File: src/rtl/i2c_reg_mailbox_pkg.sv
// Shared constants for the I2C register mailbox: register map, bit indices, level width.
// Latency: n/a (package only).
// Backpressure: n/a (package only).
package i2c_reg_mailbox_pkg;

    // Register map (byte addresses as seen by the upstream i2c_slave)
    localparam int ADDR_STATUS   = 'h00;
    localparam int ADDR_DATA     = 'h01;
    localparam int ADDR_TX_LEVEL = 'h02;
    localparam int ADDR_RX_LEVEL = 'h03;
    localparam int ADDR_CONTROL  = 'h04;
    localparam int ADDR_IRQ_EN   = 'h05;

    // STATUS bit positions; bits 7:6 read as zero
    localparam int ST_TX_FULL      = 0;
    localparam int ST_TX_EMPTY     = 1;
    localparam int ST_RX_FULL      = 2;
    localparam int ST_RX_EMPTY     = 3;
    localparam int ST_TX_OVERFLOW  = 4;
    localparam int ST_RX_UNDERFLOW = 5;

    // CONTROL bit positions (write-1, self-clearing, never stored)
    localparam int CTRL_FLUSH_TX    = 0;
    localparam int CTRL_FLUSH_RX    = 1;
    localparam int CTRL_CLEAR_FLAGS = 2;

    // IRQ_EN bit positions
    localparam int IRQ_RX_NOT_EMPTY = 0;
    localparam int IRQ_TX_EMPTY     = 1;
    localparam int IRQ_STICKY       = 2;
    localparam int IRQ_EN_WIDTH     = 3;

    // Register-access handshake states
    typedef enum logic [2:0] {
        ACC_WAIT_LOW = 3'd0,  // request must be seen low before an edge can count
        ACC_IDLE     = 3'd1,  // request low, waiting for a rising edge
        ACC_DETECT   = 3'd2,  // rising edge seen, access is executed this cycle
        ACC_HOLD     = 3'd3   // response high until request falls
    } acc_state_t;

    // A level counter must hold 0..depth inclusive, hence one bit more than the pointer
    function automatic int level_width(input int depth);
        return $clog2(depth) + 1;
    endfunction

endpackage

File: src/rtl/i2c_reg_mailbox_fifo.sv
// Byte FIFO for the mailbox (module mailbox_fifo): synchronous, single clock, with flush.
// Latency: push visible at head/level one cycle later; head is the combinational read of mem[rd_ptr].
// Backpressure: push ignored when full unless a pop lands the same cycle; pop ignored when empty; flush wins.
module mailbox_fifo
    import i2c_reg_mailbox_pkg::*;
#(
    parameter int DEPTH = 16
) (
    input  logic                          clock,
    input  logic                          reset,
    input  logic                          flush,
    input  logic                          push,
    input  logic [7:0]                    push_data,
    input  logic                          pop,
    output logic [7:0]                    head,
    output logic [level_width(DEPTH)-1:0] level,
    output logic                          full,
    output logic                          empty
);

    localparam int PW = $clog2(DEPTH);
    localparam int LW = level_width(DEPTH);

    logic [7:0]    mem [DEPTH];
    logic [PW-1:0] wr_ptr;
    logic [PW-1:0] rd_ptr;
    logic [LW-1:0] count;
    logic          do_push;
    logic          do_pop;

    assign full  = (count == LW'(DEPTH));
    assign empty = (count == '0);
    assign level = count;
    assign head  = mem[rd_ptr];

    // A full FIFO still takes a push when the head leaves in the same cycle;
    // a flush discards both so the FIFO ends up truly empty.
    assign do_pop  = pop && !empty && !flush;
    assign do_push = push && (!full || do_pop) && !flush;

    // Storage array: data only, no reset needed since count gates visibility
    always_ff @(posedge clock) begin
        if (do_push) begin
            mem[wr_ptr] <= push_data;
        end
    end

    // Pointers and occupancy; pointers wrap naturally at the power-of-two depth
    always_ff @(posedge clock or posedge reset) begin
        if (reset) begin
            wr_ptr <= '0;
            rd_ptr <= '0;
            count  <= '0;
        end else if (flush) begin
            wr_ptr <= '0;
            rd_ptr <= '0;
            count  <= '0;
        end else begin
            if (do_push) begin
                wr_ptr <= wr_ptr + PW'(1);
            end
            if (do_pop) begin
                rd_ptr <= rd_ptr + PW'(1);
            end
            case ({do_push, do_pop})
                2'b10:   count <= count + LW'(1);
                2'b01:   count <= count - LW'(1);
                default: count <= count;
            endcase
        end
    end

endmodule

File: src/rtl/i2c_reg_mailbox.sv
// Register-mapped byte mailbox between an I2C slave register port and two byte streams (optional irq: I2C_REG_MAILBOX_IRQ_EN).
// Latency: access executes the cycle after the reg_request rising edge; reg_response/reg_read_data rise the cycle after that.
// Backpressure: tx_valid/tx_ready and rx_valid/rx_ready handshakes; a DATA write to a full TX FIFO drops the byte and sets tx_overflow.
module i2c_reg_mailbox #(
    parameter int FIFO_DEPTH        = 16,
    parameter int REG_ADDRESS_WIDTH = 8
) (
    input  logic                         clock,
    input  logic                         reset,
    input  logic [REG_ADDRESS_WIDTH-1:0] reg_address,
    input  logic                         reg_is_write,
    input  logic                         reg_request,
    output logic                         reg_response,
    output logic [7:0]                   reg_read_data,
    input  logic [7:0]                   reg_write_data,
    output logic [7:0]                   tx_data,
    output logic                         tx_valid,
    input  logic                         tx_ready,
    input  logic [7:0]                   rx_data,
    input  logic                         rx_valid,
    output logic                         rx_ready,
    output logic                         irq
);

    import i2c_reg_mailbox_pkg::*;

    localparam int LW = level_width(FIFO_DEPTH);

    // FIFO status
    logic [LW-1:0] tx_level;
    logic [LW-1:0] rx_level;
    logic          tx_full;
    logic          tx_empty;
    logic          rx_full;
    logic          rx_empty;
    logic [7:0]    tx_head;
    logic [7:0]    rx_head;

    // Access decode and actions
    acc_state_t    acc_state;
    logic [31:0]   addr_ext;
    logic          acc_ok;
    logic          sel_data;
    logic          sel_control;
    logic          sel_irq_en;
    logic [7:0]    rd_val;
    logic [7:0]    status;
    logic          do_access;
    logic          data_write;
    logic          data_read;
    logic          control_write;
    logic          irq_en_write;

    // Stream handshakes and FIFO controls
    logic          tx_pop;
    logic          rx_push;
    logic          rx_pop;
    logic          flush_tx;
    logic          flush_rx;
    logic          clear_flags;
    logic          set_overflow;
    logic          set_underflow;
    logic          tx_overflow;
    logic          rx_underflow;
    logic [7:0]    irq_en_rd;

    assign tx_valid = !tx_empty;
    assign tx_data  = tx_head;
    assign rx_ready = !rx_full;
    assign tx_pop   = tx_valid && tx_ready;
    assign rx_push  = rx_valid && rx_ready;

    // Zero-extend the address so the decode works for any REG_ADDRESS_WIDTH up to 32
    assign addr_ext = 32'(reg_address);

    // STATUS register composition
    always_comb begin
        status                  = 8'h00;
        status[ST_TX_FULL]      = tx_full;
        status[ST_TX_EMPTY]     = tx_empty;
        status[ST_RX_FULL]      = rx_full;
        status[ST_RX_EMPTY]     = rx_empty;
        status[ST_TX_OVERFLOW]  = tx_overflow;
        status[ST_RX_UNDERFLOW] = rx_underflow;
    end

    // Address decode: which accesses are legal (and acknowledged) and what a read returns
    always_comb begin
        acc_ok      = 1'b0;
        sel_data    = 1'b0;
        sel_control = 1'b0;
        sel_irq_en  = 1'b0;
        rd_val      = 8'h00;
        case (addr_ext)
            ADDR_STATUS: begin
                acc_ok = !reg_is_write;
                rd_val = status;
            end
            ADDR_DATA: begin
                acc_ok   = 1'b1;
                sel_data = 1'b1;
                // An underflowing read returns zero rather than stale memory
                rd_val   = rx_empty ? 8'h00 : rx_head;
            end
            ADDR_TX_LEVEL: begin
                acc_ok = !reg_is_write;
                rd_val = 8'(tx_level);
            end
            ADDR_RX_LEVEL: begin
                acc_ok = !reg_is_write;
                rd_val = 8'(rx_level);
            end
            ADDR_CONTROL: begin
                acc_ok      = reg_is_write;
                sel_control = 1'b1;
            end
`ifdef I2C_REG_MAILBOX_IRQ_EN
            ADDR_IRQ_EN: begin
                acc_ok     = 1'b1;
                sel_irq_en = 1'b1;
                rd_val     = irq_en_rd;
            end
`endif
            default: begin
                acc_ok = 1'b0;
            end
        endcase
        if (reg_is_write) begin
            rd_val = 8'h00;
        end
    end

    // The access fires exactly once, in the DETECT cycle, and only if the request is still held
    assign do_access     = (acc_state == ACC_DETECT) && reg_request && acc_ok;
    assign data_write    = do_access && reg_is_write && sel_data;
    assign data_read     = do_access && !reg_is_write && sel_data;
    assign control_write = do_access && reg_is_write && sel_control;
    assign irq_en_write  = do_access && reg_is_write && sel_irq_en;

    assign flush_tx      = control_write && reg_write_data[CTRL_FLUSH_TX];
    assign flush_rx      = control_write && reg_write_data[CTRL_FLUSH_RX];
    assign clear_flags   = control_write && reg_write_data[CTRL_CLEAR_FLAGS];
    assign set_overflow  = data_write && tx_full && !tx_pop;
    assign set_underflow = data_read && rx_empty;
    assign rx_pop        = data_read && !rx_empty;

    // Register-port handshake FSM with registered response and read data
    always_ff @(posedge clock or posedge reset) begin
        if (reset) begin
            // Starting in WAIT_LOW means a request held across reset is not a new edge
            acc_state     <= ACC_WAIT_LOW;
            reg_response  <= 1'b0;
            reg_read_data <= 8'h00;
        end else begin
            case (acc_state)
                ACC_WAIT_LOW: begin
                    if (!reg_request) begin
                        acc_state <= ACC_IDLE;
                    end
                end
                ACC_IDLE: begin
                    if (reg_request) begin
                        acc_state <= ACC_DETECT;
                    end
                end
                ACC_DETECT: begin
                    if (!reg_request) begin
                        // Dropped before acknowledgement: nothing was executed
                        acc_state <= ACC_IDLE;
                    end else if (acc_ok) begin
                        acc_state     <= ACC_HOLD;
                        reg_response  <= 1'b1;
                        reg_read_data <= rd_val;
                    end else begin
                        // Illegal access: never acknowledged, wait for the master to give up
                        acc_state <= ACC_WAIT_LOW;
                    end
                end
                ACC_HOLD: begin
                    if (!reg_request) begin
                        acc_state     <= ACC_IDLE;
                        reg_response  <= 1'b0;
                        reg_read_data <= 8'h00;
                    end
                end
                default: begin
                    acc_state <= ACC_WAIT_LOW;
                end
            endcase
        end
    end

    // Sticky error flags; a set in the same cycle as a clear wins
    always_ff @(posedge clock or posedge reset) begin
        if (reset) begin
            tx_overflow  <= 1'b0;
            rx_underflow <= 1'b0;
        end else begin
            if (set_overflow) begin
                tx_overflow <= 1'b1;
            end else if (clear_flags) begin
                tx_overflow <= 1'b0;
            end
            if (set_underflow) begin
                rx_underflow <= 1'b1;
            end else if (clear_flags) begin
                rx_underflow <= 1'b0;
            end
        end
    end

`ifdef I2C_REG_MAILBOX_IRQ_EN
    logic [IRQ_EN_WIDTH-1:0] irq_en;
    logic [IRQ_EN_WIDTH-1:0] irq_src;
    logic                    irq_q;

    assign irq_en_rd = {{(8-IRQ_EN_WIDTH){1'b0}}, irq_en};

    // Interrupt sources in IRQ_EN bit order
    always_comb begin
        irq_src                   = '0;
        irq_src[IRQ_RX_NOT_EMPTY] = !rx_empty;
        irq_src[IRQ_TX_EMPTY]     = tx_empty;
        irq_src[IRQ_STICKY]       = tx_overflow || rx_underflow;
    end

    // IRQ_EN register and the registered interrupt level
    always_ff @(posedge clock or posedge reset) begin
        if (reset) begin
            irq_en <= '0;
            irq_q  <= 1'b0;
        end else begin
            if (irq_en_write) begin
                irq_en <= reg_write_data[IRQ_EN_WIDTH-1:0];
            end
            irq_q <= |(irq_en & irq_src);
        end
    end

    assign irq = irq_q;
`else
    assign irq_en_rd = 8'h00;
    assign irq       = 1'b0;
`endif

    // Host-to-fabric FIFO: filled by DATA writes, drained by the tx stream
    mailbox_fifo #(
        .DEPTH (FIFO_DEPTH)
    ) u_tx_fifo (
        .clock     (clock),
        .reset     (reset),
        .flush     (flush_tx),
        .push      (data_write),
        .push_data (reg_write_data),
        .pop       (tx_pop),
        .head      (tx_head),
        .level     (tx_level),
        .full      (tx_full),
        .empty     (tx_empty)
    );

    // Fabric-to-host FIFO: filled by the rx stream, drained by DATA reads
    mailbox_fifo #(
        .DEPTH (FIFO_DEPTH)
    ) u_rx_fifo (
        .clock     (clock),
        .reset     (reset),
        .flush     (flush_rx),
        .push      (rx_push),
        .push_data (rx_data),
        .pop       (rx_pop),
        .head      (rx_head),
        .level     (rx_level),
        .full      (rx_full),
        .empty     (rx_empty)
    );

endmodule
File: config.mk
export PLATFORM = sky130hd
export DESIGN_NAME = i2c_reg_mailbox
export DESIGN_NICKNAME = d
export VERILOG_FILES = /design/src/rtl/i2c_reg_mailbox_pkg.sv /design/src/rtl/i2c_reg_mailbox_fifo.sv /design/src/rtl/i2c_reg_mailbox.sv
export SDC_FILE = /design/constraint.sdc
export NUM_CORES = 1
export LEC_CHECK = 0
export BUFFER_PORTS_ARGS = -buffer_cell sky130_fd_sc_hd__buf_2
export CORE_MARGIN = 5
export CORE_UTILIZATION = 30
export CTS_BUF_LIST = sky130_fd_sc_hd__clkbuf_8
export DETAILED_ROUTE_END_ITERATION = 10
export SLEW_MARGIN = 20
export SYNTH_ARGS = -nofsm -noshare
export SYNTH_HDL_FRONTEND = slang
export SYNTH_SLANG_ARGS = --single-unit
File: constraint.sdc
create_clock -name clock -period 4.4 [get_ports clock]
set_clock_uncertainty 0.05 [all_clocks]
set_input_delay 0.44 -clock clock [delete_from_list [all_inputs] [get_ports clock]]
set_output_delay 0.44 -clock clock [all_outputs]
set_load 0.02 [all_outputs]
* Yosys cells after proc, flatten, opt, wreduce, memory -nomap -nowiden
Memory sizes are Yosys's and may differ from the RTL's. Cells that the tools add are included.
Cells by class: equality and inequality tests 18, multiplexer cells 38, $add $sub $neg 8, reduce and logical (&&, ||, !) cells 51
Operator list (count):
- $mux 8 | 5
- $logic_not 32->1 | 1
- $mux 4 | 8
- $pmux 8 s4 | 1
- $logic_and 1x1->1 | 24
- $pmux 5 s2 | 2
- $add 4x1->4 const B | 4
- $eq 8x2->1 const B | 2
- $pmux 8 s2 | 1
- $reduce_bool 2->1 | 7
- $mux 1 | 12
- $add 5x1->5 const B | 2
- $eq 5x5->1 const B | 2
- $logic_not 5->1 | 2
- $mux 5 | 2
- $ne 2x2->1 const B | 5
- $sub 5x1->5 const B | 2
- $pmux 3 s3 | 1
- $eq 8x1->1 const B | 1
- $eq 8x3->1 const B | 1
- $logic_not 1->1 | 8
- $eq 3x2->1 const B | 2
- $mux 3 | 2
- $reduce_bool 3->1 | 2
- 12 further kinds | 16
Word-level totals: logic and storage cells 128, output and inout port bits 20, memories kept 2, register bits after elaboration 40, RAM bits 256
Memory list:
- u_rx_fifo.mem | words 16, bits a word 8, read ports 1, clocked after memory_dff 0, wr ports 1, RTL line i2c_reg_mailbox_fifo.sv:24 | logic [7:0] mem [DEPTH];
- u_tx_fifo.mem | words 16, bits a word 8, read ports 1, clocked after memory_dff 0, wr ports 1, RTL line i2c_reg_mailbox_fifo.sv:24

* Logic depth before layout (Yosys ltp)
depth in word-level cells 15, gate-level depth with buffers 14

* By module
From an unflattened synthesis, not the netlist that was laid out.
Second synthesis, totals: cell total of the unflattened synthesis 760, area total of the unflattened synthesis 12704.7 sq um
By module, submodules not included:
- mailbox_fifo (u_tx_fifo) | area an instance 5833.1 sq um, times used 1, cells an instance 319, seq. area each 4169.0 sq um
- mailbox_fifo (u_rx_fifo) | area an instance 5829.3 sq um, times used 1, cells an instance 321, seq. area each 4169.0 sq um
- i2c_reg_mailbox | area an instance 1042.2 sq um, times used 1, cells an instance 120, seq. area each 325.3 sq um

* Worst setup path after synthesis
Ideal clock, no wire load.
path kind flip-flop to flip-flop, start point register acc_state[0], end point register u_rx_fifo.count[3] (netlist: u_rx_fifo.level[3]), data required time 4.227 ns, stages on the path, launching flop included 15, slack 1.706 ns, clock period less this slack 2.694 ns, arrival time 2.521 ns, cells stage by stage dfrtp_1 inv_1 ha_1 and4bb_1 nand2_1 nor2_2 nand2_1 inv_2 ha_1 a21o_1 a21oi_1 xnor2_1 mux2_1 nand2_1 o21ai_1
Between the ends: word-level cells in the longest chain between the ends 14, elaborated cells between the ends (all ways) 20, classes of those cells eq/ne: 3; mux: 2; reduce/logical: 15
Ends and longest elaborated chain:
- from (decl) | RTL line i2c_reg_mailbox.sv:40 | acc_state_t acc_state;
- from (signal assigned) | RTL line i2c_reg_mailbox.sv:151 | acc_state <= ACC_WAIT_LOW;
- from (signal assigned) | RTL line i2c_reg_mailbox.sv:158 | acc_state <= ACC_IDLE;
- from (signal assigned) | RTL line i2c_reg_mailbox.sv:163 | acc_state <= ACC_DETECT;
- $eq 3x2->1 * | RTL line i2c_reg_mailbox.sv:134 | assign do_access = (acc_state == ACC_DETECT) && reg_request && acc_ok;
- $logic_and 1x1->1 * (2 in a row) | RTL line i2c_reg_mailbox.sv:134
- $logic_and 1x1->1, on equally long branches
- $logic_and 1x1->1, on equally long branches | RTL line i2c_reg_mailbox.sv:136, i2c_reg_mailbox.sv:137
- $logic_and 1x1->1, on equally long branches | RTL line i2c_reg_mailbox.sv:145, i2c_reg_mailbox.sv:141
- $logic_and 1x1->1 or $logic_not 1->1 (tied branches) | RTL line i2c_reg_mailbox_fifo.sv:38, i2c_reg_mailbox_fifo.sv:39
- $logic_and 1x1->1 | RTL line i2c_reg_mailbox_fifo.sv:38 | assign do_pop = pop && !empty && !flush;
- $logic_or 1x1->1 | RTL line i2c_reg_mailbox_fifo.sv:39 | assign do_push = push && (!full || do_pop) && !flush;
- $logic_and 1x1->1 (2 in a row) | RTL line i2c_reg_mailbox_fifo.sv:39
- $eq 2x1->1 or $eq 2x2->1 (tied branches) | RTL line i2c_reg_mailbox_fifo.sv:65 | case ({do_push, do_pop})
- $pmux 5 s2 | RTL line i2c_reg_mailbox_fifo.sv:65
- $mux 5 | RTL line i2c_reg_mailbox_fifo.sv:54 | end else if (flush) begin
- to (signal assigned) | RTL line i2c_reg_mailbox_fifo.sv:66 | 2'b10: count <= count + LW'(1);
- to (signal assigned) | RTL line i2c_reg_mailbox_fifo.sv:67 | 2'b01: count <= count - LW'(1);
- to (signal assigned) | RTL line i2c_reg_mailbox_fifo.sv:68 | default: count <= count;
- to (decl) | RTL line i2c_reg_mailbox_fifo.sv:27 | logic [LW-1:0] count;
Every way passes the cells marked *; elsewhere a longest branch is shown, timed or not. A chain may end at the register's enable or synchronous reset.

* Worst setup path after layout
start point register u_tx_fifo.rd_ptr[0], end point output port tx_data[2]
Between the ends: word-level cells in the longest chain between the ends 1
Ends and longest elaborated chain:
- from (decl) | RTL line i2c_reg_mailbox_fifo.sv:26 | logic [PW-1:0] rd_ptr;
- from (signal assigned) | RTL line i2c_reg_mailbox_fifo.sv:63 | rd_ptr <= rd_ptr + PW'(1);
- $mem_v2 16x8
- to (decl) | RTL line i2c_reg_mailbox.sv:16 | output logic [7:0] tx_data,
No other way between the ends.

==> flow_metrics.tcl <==
set metrics [dict create \
    worst_r2r_path_depth 13 \
    hp-class "primary input to flip-flop" \
    viasPerCell 4.81 \
    routabilityCongestion 0.793 \
    crit_fanout 19 \
    cts_tree "yes" \
    max_freq_mhz 299 \
    antenna_cells 0 \
    layout_common_cells "edfxtp_1, mux4_2, nor2_1, clkbuf_8, buf_2" \
    worst_pin_slew_ns 0.982 \
    grt-busiest-layer "met2" \
    min_path_cells 3 \
    drive_above_1_share_pct 26.9 \
    synth_area_um2 12500 \
    grt_use_total_pct 11.3 \
    crit_required_ns 3.91 \
    worst_ir_drop_vdd_v 0.000229 \
    async_reset_ff_share_pct 13.2 \
    period_minus_slack_ns 3.35 \
    crit_end "tx_data[2]" \
    nets 837 \
    totalWireLength_um 26200 \
    cts_root_buffer "clkbuf_8" \
    port_buffers 48 \
    fin_util_pct 34.7 \
    r2r-end "u_rx_fifo.level[4]" \
    syn-num-nets 759 \
    final_common_cell "edfxtp_1" \
    rsz0062_at_grt "false" \
    antenna_found_initial 1 \
    ys_seq_elements 295 \
    die_height_um 214 \
    final.setup.tns_ns 0 \
    rows 74 \
    grtUsageMet2_pct 18.8 \
    vias 6506 \
    core_um2 41000 \
    end_kind "primary output" \
    maxSlewViolCount 0 \
    drc 0 \
    drv_cap 0 \
    post_cts_buffers 0 \
    io_pins 50 \
    clk_pin_slew_ns 0.06 \
    die_area_um2 45800 \
    p_leak_nw 4.77 \
    ys_seq_area_share_pct 69.4 \
    dp_hpwl_um 17600 \
    grt_max_degree 40 \
    worst-setup-path-type "flip-flop to primary output" \
    first_pass_iters 5 \
    r2r_start "acc_state[0]" \
    cts-resized-gates 0 \
    met3_usage_pct 2.70 \
    setup_violations 0 \
    finalHoldViolCount 0 \
    yosysUniqueCellTypes 64 \
    grt_util_met1_pct 15.0 \
    ys.flop_type "edfxtp_1" \
    area_growth_pct 14.1 \
    relSlewSlack_pct 34.5 \
    powerDensity_nw_per_um2 510 \
    wl_per_cell_um 19.3 \
    synth-warning-count 0 \
    clockBufferDepth 3 \
    numCtsBuffers 47 \
    status "finished, final reports clean" \
    r2r_setup_slack_ns 1.30 \
    syn_avg_cell_area_um2 17.6 \
    die_w_um 214 \
    drt-initial-drc-count 420 \
    stdcell_count 1354 \
    clock_latency_ns 0.58 \
    grt_first_pass_wirelength_um 40500 \
    place_inst 1269 \
    cts_hold_buf 1 \
    start_kind "flip-flop" \
    grt-ovfl-total 0 \
    htree_num_levels 2 \
    initial_utilization_pct 30.4 \
    cp.arrival_ns 2.86 \
    drtAntennaViolNets 0 \
    syn_inst 709 \
    clock-sinks 295 \
    first_global_vias 6718 \
    fin_crit_sh_pct 76.0 \
    critPathLaunch "u_tx_fifo.rd_ptr[0]" \
    synth_edf_count 256 \
]
-- per-stage QoR --
step                      total power, mW  area (µm²)  setup slack (ns)  hold WS [ns]
after floorplan                      4.68       12500              1.71         0.392
after global placement               5.13       13400              1.30         0.442
after detailed placement             5.15       13400              1.17         0.437
after CTS                            7.36       14200             0.954         0.106
after global routing                 7.68       14200             0.862         0.152
final                                7.26       14200              1.05         0.160
-- kinds of logic (layout without fill, tap and decap cells) --
group	after synthesis	in the layout	share of synthesized area, %
AND/OR/NAND/NOR	155	155	6.31
multiplexers	88	88	15.1
flip-flops	295	295	69.4
XOR/XNOR	15	15	1.05
AO/OA/AOI/OAI	72	72	3.86
adder cells (fa/ha/maj)	20	20	2.06
other	1	1	0.0300
buffers and inverters	63	176	2.16
-- report_power, final --
part           leakage (nW)  switching (mW)  internal, mW
Clock                 0.505            1.04          1.15
Combinational          1.46           0.790         0.748
Sequential             2.80           0.272          3.26
-- state kept, by name (all words and copies together) (netlist names) --
signal	cells
u_rx_fifo.mem	128
u_tx_fifo.mem	128
reg_read_data	8
u_rx_fifo.level	5
u_tx_fifo.level	5
u_rx_fifo.rd_ptr	4
u_rx_fifo.wr_ptr	4
u_tx_fifo.rd_ptr	4
u_tx_fifo.wr_ptr	4
acc_state	2
reg_response	1
rx_underflow	1
tx_overflow	1
-- cell usage after synthesis, drive strengths merged, types with 5 or more instances --
| master | instances | area [µm²] |
|---|---|---|
| mux4 | 80 | 1800 |
| nor4 | 5 | 61.3 |
| nand3 | 18 | 90.1 |
| nand2b | 6 | 37.5 |
| mux2i | 6 | 63.8 |
| and2 | 7 | 43.8 |
| edfxtp | 256 | 7690 |
| a21oi | 18 | 93.8 |
| inv | 23 | 86.3 |
| xor2 | 7 | 61.3 |
| nor2 | 54 | 205 |
| o21ai | 24 | 135 |
| a22oi | 7 | 52.6 |
| ha | 19 | 238 |
| nor3 | 12 | 60.1 |
| clkinv | 5 | 18.8 |
| clkbuf | 15 | 56.3 |
| buf | 20 | 109 |
| dfrtp | 39 | 976 |
| nand2 | 33 | 124 |
| xnor2 | 8 | 70.1 |
-- worst min path at each step --
stage,from,endpoint,slack [ns]
2_1_floorplan,rx_underflow,rx_underflow,0.39
3_3_place_gp,reg_read_data[6],reg_read_data[6],0.44
3_5_place_dp,rx_underflow,rx_underflow,0.44
4_1_cts,reg_request,acc_state[1],0.11
5_1_grt,reg_request,acc_state[1],0.15
6_report,reg_request,acc_state[1],0.16
-- critical path: stages (launching register included) --
cell and delay, ns:
dfrtp_2 0.77, buf_12 0.27, mux4_2 0.54, mux4_2 0.51, buf_2 0.18
-- metal layers --
metal	part of all wire (%)	wire length, µm
met5	0	0
met4	1.9	486
met3	4.8	1260
met2	49	12800
met1	44	11600
-- layout make-up --
| class | instances | area, µm² |
|---|---|---|
| well taps | 532 | 666 |
| flip-flops and latches | 295 | 8670 |
| clock inverters | 35 | 203 |
| fillers | 3865 | 26800 |
| inverters | 28 | 105 |
| multi-input cells | 351 | 3550 |
| clock buffers | 49 | 674 |
| repair buffers | 64 | 375 |
No activity file was read; power rests on OpenSTA's default activity.
